--- config.mk ---
export PLATFORM = sky130hd
export DESIGN_NAME = ram_port_arbiter
export DESIGN_NICKNAME = d
export VERILOG_FILES = /design/src/rtl/ram_arb_pkg.sv /design/src/rtl/rd_tag_pipe.sv /design/src/rtl/ram_port_arbiter.sv
export SDC_FILE = /design/constraint.sdc
export NUM_CORES = 1
export LEC_CHECK = 0
export ABC_AREA = 1
export CORE_MARGIN = 4
export CORE_UTILIZATION = 41
export CTS_BUF_LIST = sky130_fd_sc_hd__clkbuf_2 sky130_fd_sc_hd__clkbuf_4 sky130_fd_sc_hd__clkbuf_8
export DETAILED_ROUTE_END_ITERATION = 8
export PLACE_DENSITY = 0.82
export REMOVE_ABC_BUFFERS = 1
export SYNTH_ARGS = -nofsm -noshare
export SYNTH_HDL_FRONTEND = slang
export SYNTH_SLANG_ARGS = --single-unit
--- constraint.sdc ---
create_clock -name clk -period 2.3 [get_ports clk]
set_input_delay 0.23 -clock clk [delete_from_list [all_inputs] [get_ports clk]]
set_output_delay 0.23 -clock clk [all_outputs]
set_load 0.005 [all_outputs]
--- src/rtl/ram_arb_pkg.sv ---
// Shared types for the two-port RAM arbiter.
// Owner states, port ids and read-return tags.
package ram_arb_pkg;

    typedef enum logic [1:0] {
        IDLE = 2'd0,
        OWN0 = 2'd1,
        OWN1 = 2'd2
    } owner_t;

    localparam logic PORT_CPU = 1'b0;
    localparam logic PORT_LDR = 1'b1;

    typedef struct packed {
        logic valid;
        logic id;
    } rd_tag_t;

endpackage

--- src/rtl/rd_tag_pipe.sv ---
// Read-return tag shift register.
// Carries {valid,id} from accept until RAM data is due.
module rd_tag_pipe
    import ram_arb_pkg::*;
#(
    parameter int DEPTH = 2
) (
    input  logic clk,
    input  logic rst,
    input  logic in_valid,
    input  logic in_id,
    output logic out_valid,
    output logic out_id
);

    rd_tag_t pipe [DEPTH];

    always_ff @(posedge clk) begin
        if (rst) begin
            for (int i = 0; i < DEPTH; i++) begin
                pipe[i] <= '0;
            end
        end else begin
            pipe[0] <= '{valid: in_valid, id: in_id};
            for (int i = 1; i < DEPTH; i++) begin
                pipe[i] <= pipe[i-1];
            end
        end
    end

    assign out_valid = pipe[DEPTH-1].valid;
    assign out_id    = pipe[DEPTH-1].id;

endmodule

--- src/rtl/ram_port_arbiter.sv ---
// Round-robin, burst-bounded arbiter sharing one RAM
// between the CPU (port 0) and the loader (port 1).
module ram_port_arbiter
    import ram_arb_pkg::*;
#(
    parameter int AW        = 8,
    parameter int DW        = 8,
    parameter int RD_LAT    = 1,
    parameter int MAX_BURST = 4
) (
    input  logic          clk,
    input  logic          rst,
    input  logic          req0,
    input  logic          req1,
    input  logic          we0,
    input  logic          we1,
    input  logic [AW-1:0] addr0,
    input  logic [AW-1:0] addr1,
    input  logic [DW-1:0] wdata0,
    input  logic [DW-1:0] wdata1,
    output logic          gnt0,
    output logic          gnt1,
    output logic          rvalid0,
    output logic          rvalid1,
    output logic [DW-1:0] rdata,
    output logic          cpu_stall,
    output logic          ram_en,
    output logic          ram_we,
    output logic [AW-1:0] ram_addr,
    output logic [DW-1:0] ram_wdata,
    input  logic [DW-1:0] ram_rdata
);

    localparam int CW = $clog2(MAX_BURST + 1);
    localparam logic [CW-1:0] MAX_CNT = CW'(MAX_BURST);
    localparam logic [CW-1:0] ONE     = CW'(1);

    owner_t        state, state_nx;
    logic          last, last_nx;
    logic [CW-1:0] burst_cnt, burst_nx;
    logic          tag_valid, tag_id;

    always_comb begin
        gnt0 = 1'b0;
        gnt1 = 1'b0;
        case (state)
            OWN0: begin
                if (req0 && (!req1 || burst_cnt < MAX_CNT)) gnt0 = 1'b1;
                else if (req1) gnt1 = 1'b1;
            end
            OWN1: begin
                if (req1 && (!req0 || burst_cnt < MAX_CNT)) gnt1 = 1'b1;
                else if (req0) gnt0 = 1'b1;
            end
            default: begin
                if (req0 && req1) begin
                    gnt0 = (last != PORT_CPU);
                    gnt1 = (last == PORT_CPU);
                end else begin
                    gnt0 = req0;
                    gnt1 = req1;
                end
            end
        endcase
        if (rst) begin
            gnt0 = 1'b0;
            gnt1 = 1'b0;
        end
    end

    always_comb begin
        state_nx = state;
        last_nx  = last;
        burst_nx = burst_cnt;
        if (gnt0) begin
            if (state == OWN0) begin
                if (burst_cnt != MAX_CNT) burst_nx = burst_cnt + ONE;
            end else begin
                state_nx = OWN0;
                burst_nx = ONE;
                last_nx  = PORT_CPU;
            end
        end else if (gnt1) begin
            if (state == OWN1) begin
                if (burst_cnt != MAX_CNT) burst_nx = burst_cnt + ONE;
            end else begin
                state_nx = OWN1;
                burst_nx = ONE;
                last_nx  = PORT_LDR;
            end
        end else if (state != IDLE) begin
            state_nx = IDLE;
            burst_nx = '0;
        end
    end

    always_ff @(posedge clk) begin
        if (rst) begin
            state     <= IDLE;
            last      <= PORT_LDR;
            burst_cnt <= '0;
            ram_en    <= 1'b0;
            ram_we    <= 1'b0;
            ram_addr  <= '0;
            ram_wdata <= '0;
        end else begin
            state     <= state_nx;
            last      <= last_nx;
            burst_cnt <= burst_nx;
            ram_en    <= gnt0 | gnt1;
            ram_we    <= (gnt0 & we0) | (gnt1 & we1);
            if (gnt0) begin
                ram_addr  <= addr0;
                ram_wdata <= wdata0;
            end else if (gnt1) begin
                ram_addr  <= addr1;
                ram_wdata <= wdata1;
            end
        end
    end

    rd_tag_pipe #(
        .DEPTH(RD_LAT + 1)
    ) u_tags (
        .clk      (clk),
        .rst      (rst),
        .in_valid ((gnt0 & ~we0) | (gnt1 & ~we1)),
        .in_id    (gnt1 ? PORT_LDR : PORT_CPU),
        .out_valid(tag_valid),
        .out_id   (tag_id)
    );

    assign rvalid0   = tag_valid & (tag_id == PORT_CPU);
    assign rvalid1   = tag_valid & (tag_id == PORT_LDR);
    assign rdata     = tag_valid ? ram_rdata : '0;
    assign cpu_stall = req0 & ~gnt0;

endmodule

==> results.md <==
* Status: finished clean
* Area grow syn2layout at 56.8%
* Synth top area cells: dfxtp_1 36%, nand2_1 17%, inv_1 11%, nand3_1 5.8%, o21ai_0 4.9%
* Fmax at approximately 460 MHz
* Arrival time at the worst endpoint at between 1.5 and 2 ns
* Num rows at 22
* Maximum vdd drop at between 0.0007 and 0.0008 V
* GPL Wtd Cong at 0.918
* Die Area at 4800 sq um
* DP Worst Slack at ~0.27 ns
* Tmin final at 2.17 ns
* PnR worst setup slack at 0.135 ns
* ANT nets after route at 0
* R2r worst-path depth at 12
* CTS Buf Count at 3
* Critical path's top delay family: buffers and inverters
* Cell Pwr Density at roughly 1000 nW/um^2
* Crit. End Element: primary output
* Final Hold Fails at 0
* IO Pins at 77
* HP Class: flip-flop to flip-flop
* Antenna violations before repair at 0
* Overflow after GRT at 0
* Reg clk slew, reported paths at 0.09 ns
* Share of the synthesized area in the top cell type at 0.364
* Worst-Margin Slew at slightly below 0.3 ns
* Setup crit start: state[0]
* Vias per cell at 4.56
* Final Cycle Share at 0.941
* Number of buffers and inverters on the critical path at 4
* Share of layout cells above drive strength 1 at 0.0633
* Number of DRC violations after detailed-routing iteration 0 at 80
* Port Buffers at 76
* Finished Core Util at 0.665
* Layout Nets at 368
* Reg-to-reg startpoint: state[0]
* Worst setup path end: cpu_stall
* Leakage at 1.17 nW
* Ys flop type: dfxtp_1
* Gr usage total at 0.166
* Critical Path Max Stage Delay at 0.50 ns
* DR pass1 iterations at 4
* Number of global-route vias before repair at 1459
* Avg Cell Area, Syn at 6.39 sq um
* Sinks on Clock Net at 28
* Final setup viols at 0
* Synth async-reset ratio at 0
* DRC viols at 0
* Largest net degree at the start of global routing at 29
* Vias at ~1.7k
* WL final at 4.02 mm
* Critical path depth in cells at 10
* Cell variety after synth at 23
* H-tree levels at 1
* Synthesis-stage register bit count at 28
* Setup Buffers After CTS at 0
* RSZ-0062 raised after global routing: false
* Clock latency on the worst-skew pair at 0.28 ns
* Worst path cell trace: inv_1, ha_1, nand2_1, inv_1, nand2_1, nand3_1, nand2_2, inv_2, nor2_1, clkdlybuf4s50_1
* Clock Skew at ~0.0041 ns
* Die H at 69.3 microns
* Maximum root-to-sink buffer count at 2
* CTS tree: done
* Worst-path maximum fanout at 4
* DP HPWL at 3.10 mm
* Synth Instances at 241
* Width of the die at 69.3 microns
* Synth cell count leaders: 68 x nand2_1, 46 x inv_1, 28 x dfxtp_1, 18 x nand3_1, 16 x nor2_1
* Worst reg2reg path endpoint: state[0]
* WS Path Type: flip-flop to primary output
* # Max-Cap Violations at 0
* Initial Util at 0.424
* CP required at between 2 and 2.5 ns
* Cell area after synthesis at ~1500 sq um
* Global-route wire length before repair at 6.67 mm
* Crit-path slowest cell: clkdlybuf4s50_1
* Reg-to-reg slack, setup at 0.37 ns
* Max-slew violation count at 0
* Biggest area consumer among synthesized cells: dfxtp_1
* Sequential area share after synthesis at 0.364
* CTS root buf: clkbuf_8
* Post-synth EDFFs at 0
* Count leader, synth: nand2_1
* Yosys warns at 0
* Setup TNS at 0 ns
* Critical Path Source Type: flip-flop
* Post-CTS Hold Buffers at 0
* Core ar. at 3630 sq um
* Drt wl/cell at 11.0 microns
* # diodes at 0
* Max_slew headroom at 0.803
-- state kept, by name, summed over array words and instances, names as in the netlist --
name and flops:
ram_addr 8, ram_wdata 8, u_tags.pipe 4, burst_cnt 3, state 2, last 1, ram_en 1, ram_we 1
-- final cells by class --
class                      instances  area, sq um
sequential                        28          563
timing repair buffer              81          798
inverter                          51          194
multi-input combinational        152          728
tap                               48         60.1
clock buffer                       3         41.3
fill                             315         1220
clock inverter                     1         30.0
-- cell families after synthesis --
group / share of synthesized area
flops: 0.364
fa+ha+maj: 0.0406
xor+xnor: 0.0114
simple gates: 0.283
buf+inv: 0.171
compound gates: 0.130
-- power breakdown --
part	switching (W)	internal, W
Clock	0.000153	0.000233
Sequential	0.0000952	0.000664
Combinational	0.000709	0.000666
-- how the worst min path moves through the flow --
stage / start / endpoint / slack [ns] / cells past startpoint
after floorplan: rst / ram_addr[0] / 0.30 / 1
after global placement: u_tags.pipe[0][1] / u_tags.pipe[0][3] / 0.39 / 2
after detailed placement: u_tags.pipe[0][0] / u_tags.pipe[0][2] / 0.39 / 2
after CTS: u_tags.pipe[0][0] / u_tags.pipe[0][2] / 0.41 / 2
after global routing: u_tags.pipe[0][1] / u_tags.pipe[0][3] / 0.44 / 2
final: u_tags.pipe[0][0] / u_tags.pipe[0][2] / 0.41 / 2
-- tightest hold or removal path, stage by stage (launching register included) --
cell and delay [ns]:
dfxtp_1 0.31, inv_1 0.04, nor2_1 0.03
-- what timing repair did --
item,CTS,global route
gates resized for setup,0,3
endpoints found under the hold margin,0,0
endpoints found under the setup margin,0,3
-- metrics by stage --
step	total power (W)	area, sq um	instances	hold WS (ns)
floorplan	0.00149	1470	231	0.299
global placement	0.00210	2330	360	0.391
detailed placement	0.00213	2330	360	0.395
CTS	0.00253	2400	364	0.411
global route	0.00275	2410	364	0.444
finish	0.00252	2410	364	0.408
-- metal layers --
layer	GRT usage	vias up	wire length, microns
li1	-	884	-
met1	0.203	711	1740
met2	0.290	59	1930
met3	0.0551	5	323
met4	0.0195	0	23
met5	0	-	0
-- cells in the final DEF (no fill, tap or decap), drive strengths merged --
cell	netlist	layout
xor2	1	1
xnor2	1	1
clkdlybuf4s50	0	76
bufinv	0	1
o22ai	1	1
inv	50	50
clkinv	1	1
nor2	16	16
dfxtp	28	28
ha	5	5
clkbuf	4	3
a22o	1	1
o21ai	24	24
a21oi	13	13
nand3	18	18
buf	6	5
nand2	72	72
Note: power is estimated with default switching activity, not from simulation.
